<file path="src/rtl/ex_stage.sv">
// ex_stage: RV32 execute stage (forwarding, ALU, branch/jump resolve); `EX_STAGE_MULDIV_EN adds RV32M mul + iterative divider
module ex_stage (
    input  logic        clk,
    input  logic        rst_n,
    input  logic [31:0] E_RD1,
    input  logic [31:0] E_RD2,
    input  logic [31:0] E_ImmExt,
    input  logic [31:0] E_PC,
    input  logic [31:0] E_PCPlus4,
    input  logic        E_ALUSrc,
    input  logic        E_Branch,
    input  logic        E_Jump,
    input  logic        E_JumpReg,
    input  logic        E_MulDiv,
    input  logic [3:0]  E_ALUControl,
    input  logic [2:0]  E_funct3,
    input  logic [1:0]  E_ForwardA,
    input  logic [1:0]  E_ForwardB,
    input  logic [31:0] M_ALUResult,
    input  logic [31:0] W_Result,
    output logic [31:0] E_ALUResult,
    output logic [31:0] E_WriteData,
    output logic [31:0] E_PCTarget,
    output logic        E_PCSrc,
    output logic        E_Stall
);
    logic [31:0] src_a, src_b, alu_res, md_res;
    logic        cond;
    assign src_a = (E_ForwardA == 2'b01) ? W_Result : (E_ForwardA == 2'b10) ? M_ALUResult : E_RD1;
    assign E_WriteData = (E_ForwardB == 2'b01) ? W_Result : (E_ForwardB == 2'b10) ? M_ALUResult : E_RD2;
    assign src_b = E_ALUSrc ? E_ImmExt : E_WriteData;
    always_comb begin
        case (E_ALUControl)
            4'b0000: alu_res = src_a + src_b;
            4'b0001: alu_res = src_a - src_b;
            4'b0010: alu_res = src_a & src_b;
            4'b0011: alu_res = src_a | src_b;
            4'b0100: alu_res = src_a ^ src_b;
            4'b0101: alu_res = {31'd0, $signed(src_a) < $signed(src_b)};
            4'b0110: alu_res = {31'd0, src_a < src_b};
            4'b0111: alu_res = src_a << src_b[4:0];
            4'b1000: alu_res = src_a >> src_b[4:0];
            4'b1001: alu_res = $signed(src_a) >>> src_b[4:0];
            4'b1010: alu_res = src_b;
            default: alu_res = '0;
        endcase
    end
    always_comb begin
        case (E_funct3)
            3'b000:  cond = src_a == E_WriteData;
            3'b001:  cond = src_a != E_WriteData;
            3'b100:  cond = $signed(src_a) < $signed(E_WriteData);
            3'b101:  cond = $signed(src_a) >= $signed(E_WriteData);
            3'b110:  cond = src_a < E_WriteData;
            3'b111:  cond = src_a >= E_WriteData;
            default: cond = 1'b0;
        endcase
    end
    assign E_PCSrc     = E_Jump | (E_Branch & cond);
    assign E_PCTarget  = E_JumpReg ? ((src_a + E_ImmExt) & ~32'd1) : E_PC + E_ImmExt;
    assign E_ALUResult = E_Jump ? E_PCPlus4 : E_MulDiv ? md_res : alu_res;
`ifdef EX_STAGE_MULDIV_EN
    typedef enum logic [1:0] {IDLE, BUSY, DONE} state_t;
    state_t      state_q, state_d;
    logic [31:0] rem_q, rem_d, quo_q, quo_d, dvs_q, dvs_d;
    logic [4:0]  cnt_q, cnt_d;
    logic        negq_q, negq_d, negr_q, negr_d, isrem_q, isrem_d;
    logic [63:0] prod;
    logic [32:0] trial;
    logic [31:0] a_abs, b_abs, q_out, r_out, spec_res;
    logic        sgn, a_neg, b_neg, is_div, div0, ovf, stall;
    assign prod  = {{32{(E_funct3[1:0] != 2'b11) & src_a[31]}}, src_a}
                 * {{32{(E_funct3[1:0] == 2'b01) & src_b[31]}}, src_b};
    assign sgn   = ~E_funct3[0];
    assign a_neg = sgn & src_a[31];
    assign b_neg = sgn & src_b[31];
    assign a_abs = a_neg ? -src_a : src_a;
    assign b_abs = b_neg ? -src_b : src_b;
    assign is_div = E_MulDiv & E_funct3[2];
    assign div0  = src_b == '0;
    assign ovf   = sgn & (src_a == 32'h8000_0000) & (src_b == 32'hFFFF_FFFF);
    assign spec_res = div0 ? (E_funct3[1] ? src_a : 32'hFFFF_FFFF) : (E_funct3[1] ? 32'd0 : 32'h8000_0000);
    // Restoring step: shift next dividend bit into the partial remainder and try to subtract.
    assign trial = {rem_q, quo_q[31]} - {1'b0, dvs_q};
    assign q_out = negq_q ? -quo_q : quo_q;
    assign r_out = negr_q ? -rem_q : rem_q;
    always_comb begin
        state_d = state_q;
        rem_d   = rem_q;
        quo_d   = quo_q;
        dvs_d   = dvs_q;
        cnt_d   = cnt_q;
        negq_d  = negq_q;
        negr_d  = negr_q;
        isrem_d = isrem_q;
        stall   = 1'b0;
        case (state_q)
            IDLE: if (is_div && !div0 && !ovf) begin
                state_d = BUSY;
                stall   = 1'b1;
                rem_d   = '0;
                quo_d   = a_abs;
                dvs_d   = b_abs;
                cnt_d   = '0;
                negq_d  = a_neg ^ b_neg;
                negr_d  = a_neg;
                isrem_d = E_funct3[1];
            end
            BUSY: begin
                stall   = 1'b1;
                quo_d   = {quo_q[30:0], ~trial[32]};
                rem_d   = trial[32] ? {rem_q[30:0], quo_q[31]} : trial[31:0];
                cnt_d   = cnt_q + 5'd1;
                state_d = (cnt_q == 5'd31) ? DONE : BUSY;
            end
            default: state_d = IDLE;
        endcase
    end
    assign md_res = !E_funct3[2] ? ((E_funct3[1:0] == 2'b00) ? prod[31:0] : prod[63:32])
                  : (state_q == DONE) ? (isrem_q ? r_out : q_out)
                  : (div0 | ovf) ? spec_res : 32'd0;
    assign E_Stall = rst_n & stall;
    always_ff @(posedge clk or negedge rst_n) begin
        if (!rst_n) begin
            state_q <= IDLE;
            rem_q   <= '0;
            quo_q   <= '0;
            dvs_q   <= '0;
            cnt_q   <= '0;
            negq_q  <= 1'b0;
            negr_q  <= 1'b0;
            isrem_q <= 1'b0;
        end else begin
            state_q <= state_d;
            rem_q   <= rem_d;
            quo_q   <= quo_d;
            dvs_q   <= dvs_d;
            cnt_q   <= cnt_d;
            negq_q  <= negq_d;
            negr_q  <= negr_d;
            isrem_q <= isrem_d;
        end
    end
`else
    logic unused_clk_rst;
    assign unused_clk_rst = clk ^ rst_n;
    assign md_res  = '0;
    assign E_Stall = 1'b0;
`endif
endmodule

</file>
<file path="config.mk">
export PLATFORM = sky130hd
export DESIGN_NAME = ex_stage
export DESIGN_NICKNAME = d
export VERILOG_FILES = /design/src/rtl/ex_stage.sv
export SDC_FILE = /design/constraint.sdc
export NUM_CORES = 1
export LEC_CHECK = 0
export ABC_CLOCK_PERIOD_IN_PS = 17600
export CAP_MARGIN = 5
export CORE_UTILIZATION = 40
export DETAILED_ROUTE_END_ITERATION = 8
export GPL_TIMING_DRIVEN = 1
export MAX_ROUTING_LAYER = met4
export PLACE_DENSITY = 0.66
export SYNTH_ARGS = -nofsm -noshare
export SYNTH_HDL_FRONTEND = slang
export SYNTH_SLANG_ARGS = --single-unit
</file>
<file path="constraint.sdc">
create_clock -name vclk -period 17.6
set_input_delay 3.52 -clock vclk [all_inputs]
set_output_delay 3.52 -clock vclk [all_outputs]
set_load 0.05 [all_outputs]
</file>
==> flow_metrics.env <==
export IMPL_clock_buffer_count=0
export IMPL_fp_row_count=72
export IMPL_boundaryPins=340
export IMPL_wire_length_of_the_first_global_routing_pass_um=132000
export IMPL_max_freq_mhz=69.5
export IMPL_final_min_period_over_clock_period_pct=81.7
export IMPL_die_area_um2=40100
export IMPL_slew_limit_headroom_pct=16.3
export IMPL_report_final_setup_viol=0
export IMPL_tightest_slew_ns=1.24
export IMPL_cts_repair_resized=0
export IMPL_critPathSlowestCell="clkdlybuf4s50_1"
export IMPL_synth_xor_area_share_pct=3.40
export IMPL_ys_top_cells_by_area="ha_1, mux2i_1, a21oi_1"
export IMPL_initial_utilization_pct=40.6
export IMPL_dp_hpwl_um=71400
export IMPL_timing_final_ws_setup_ns=3.21
export IMPL_synth_cell_type_count=89
export IMPL_total_count_of_hold_check_failures_in_the_final_report=0
export IMPL_worstPathBufferInverterCount=6
export IMPL_pre_cts_slack_ns=3.50
export IMPL_setup_worst_path_start_class="primary input"
export IMPL_grt_antenna_before_repair=9
export IMPL_min_period_ns=14.39
export IMPL_vias_in_the_first_global_route=19800
export IMPL_ys_warn_count=0
export IMPL_antenna_violating_nets_post_route=0
export IMPL_syn_cell_area_um2=15700
export IMPL_globalplace_congestion=1.10
export IMPL_final_nets=3074
export IMPL_synth_top_area_share_pct=16.3
export IMPL_core_area_um2=38700
export IMPL_grt_start_max_net_pins=73
export IMPL_ff_latch_area_um2=0
export IMPL_cts_setup_buffers=0
export IMPL_rsz0062_at_grt="false"
export IMPL_drtIter0Drc=3041
export IMPL_critical_path_depth=20
export IMPL_worst_endpoint_required_time_ns=14.08
export IMPL_timing_startpoint_of_the_critical_path="E_ForwardB[0]"
export IMPL_yosysTopAreaCell="ha_1"
export IMPL_ctsHoldBuffers=0
export IMPL_floorplan_die_height_um=200
export IMPL_timing_critical_path_to="E_ALUResult[24]"
export IMPL_hold_path_class="primary input to output port"
export IMPL_timing_critical_path_slowest_cell_delay_ns=0.86
export IMPL_synth_yosys_seq_area_share_pct=0
export IMPL_timing_max_transition_violations_final=0
export IMPL_path_cells="clkdlybuf4s50_1 > nand2b_1 > buf_4 > o221a_2 > o21ai_4 > buf_4 > inv_2 > buf_4 > fa_1 > nor2b_1 > o21a_1 > o21ai_0 > a21oi_1 > o21ai_0 > o31ai_1 > o21ai_0 > o211a_1 > o2111ai_1 > a22o_1 > clkdlybuf4s50_1"
export IMPL_status="finished clean"
export IMPL_detailroute_via_count=21200
export IMPL_total_overflow_reported_by_the_global_router=0
export IMPL_layout_drive_gt1_share_pct=5.88
export IMPL_synthesis_instances=2374
export IMPL_post_synth_and_or_nand_nor_area_fraction_pct=19.4
export IMPL_syn_nets=2825
export IMPL_path_delay_family="compound AO/OA/AOI/OAI gates"
export IMPL_synth_adder_area_share_pct=16.8
export IMPL_drt_vias_per_instance=6.73
export IMPL_critPathCaptureType="output port"
export IMPL_drcViolationCount=0
export IMPL_drt_wirelength_per_cell_um=29.1
export IMPL_worst_ep_arrival_time_ns=10.87
export IMPL_multi_input_area_um2=14500
export IMPL_synth_top_family_by_area="compound AO/OA/AOI/OAI gates"
export IMPL_portBuffers=337
export IMPL_crit_path_max_fanout=64
export IMPL_global_route_usage_total_pct=44.8
export IMPL_detail_route_wirelength_um=91500
export IMPL_cap_viol_max_count=0
export IMPL_layout_area_overhead_vs_synth_pct=24.8
export IMPL_dieWidth_um=200
export IMPL_synth_compound_area_share_pct=40.4
export IMPL_muxShareOfSynthArea_pct=11.8
export IMPL_timing_setup_critical_path_class="primary input to output port"
export IMPL_synthesis_area_per_instance_um2=6.62
export IMPL_tns_ns=0
export IMPL_flops_and_latches=0
export IMPL_n_fill_cell=3971
export IMPL_dr_pass1_iters=6
per-layer routing:
| layer | track usage [%] | routed length (um) | up-vias | share of wire, % |
|---|---|---|---|---|
| met5 | - | 0 | - | 0 |
| met4 | 19.9 | 4810 | 0 | 5.3 |
| met3 | 9.19 | 10800 | 240 | 12 |
| met2 | 66.3 | 38800 | 1419 | 42 |
| met1 | 58.3 | 37200 | 10100 | 41 |
| li1 | - | - | 9410 | - |
per-stage QoR:
step	hold WS, ns	utilization [%]	area (um^2)	std cells
CTS	8.27	50.6	19600	3139
detailed placement	8.26	50.6	19600	3139
global route	8.28	50.7	19600	3147
floorplan	7.31	-	15700	2374
global placement	8.25	50.6	19600	3139
finish	8.26	50.7	19600	3148
worst min path at each step:
| stage | startpoint | to | slack [ns] | depth (start not counted) |
|---|---|---|---|---|
| 2_1_floorplan | E_ImmExt[31] | E_PCTarget[31] | 7.31 | 1 |
| 3_3_place_gp | E_PCPlus4[6] | E_ALUResult[6] | 8.25 | 4 |
| 3_5_place_dp | E_PCPlus4[25] | E_ALUResult[25] | 8.26 | 4 |
| 4_1_cts | E_PCPlus4[25] | E_ALUResult[25] | 8.27 | 4 |
| 5_1_grt | E_PCPlus4[25] | E_ALUResult[25] | 8.28 | 4 |
| 6_report | E_PCPlus4[6] | E_ALUResult[6] | 8.26 | 4 |
cells by family after synthesis:
family,after synthesis
AND/OR/NAND/NOR,656
other,1
adder cells (fa/ha/maj),209
buffers and inverters,314
XOR/XNOR,61
multiplexers,170
AO/OA/AOI/OAI,963
cell usage after synthesis (35+ instances only):
master    number
a21oi_1      231
o21ai_0      228
ha_1         205
nor2_1       204
nand2_1      200
inv_1        153
mux2i_1      133
clkbuf_1      87
nor3_1        73
a21o_1        63
o211ai_1      56
a211oi_1      47
xnor2_1       39
buf_2         35
cells in the final DEF (no fill, tap or decap), types with 21 or more instances in the layout:
| cell type | count |
|---|---|
| a21oi_1 | 227 |
| a31oi_1 | 22 |
| a21o_1 | 63 |
| inv_1 | 152 |
| a221oi_1 | 28 |
| xnor2_1 | 39 |
| o211ai_1 | 56 |
| nand3_1 | 32 |
| nor2_1 | 204 |
| clkdlybuf4s50_1 | 333 |
| a22oi_1 | 26 |
| nor2b_1 | 28 |
| xor2_1 | 21 |
| o21ai_0 | 228 |
| mux2i_1 | 128 |
| o221ai_1 | 30 |
| buf_4 | 67 |
| ha_1 | 205 |
| o22a_1 | 26 |
| a211oi_1 | 46 |
| mux2_2 | 27 |
| nand2b_1 | 22 |
| nor3_1 | 70 |
| nand2_1 | 200 |
layout make-up:
cell class,instances,area share [%]
antenna,9,0.115
inverter,158,3.03
multi-input combinational,2060,73.9
tap,518,3.30
timing repair buffer,403,19.6
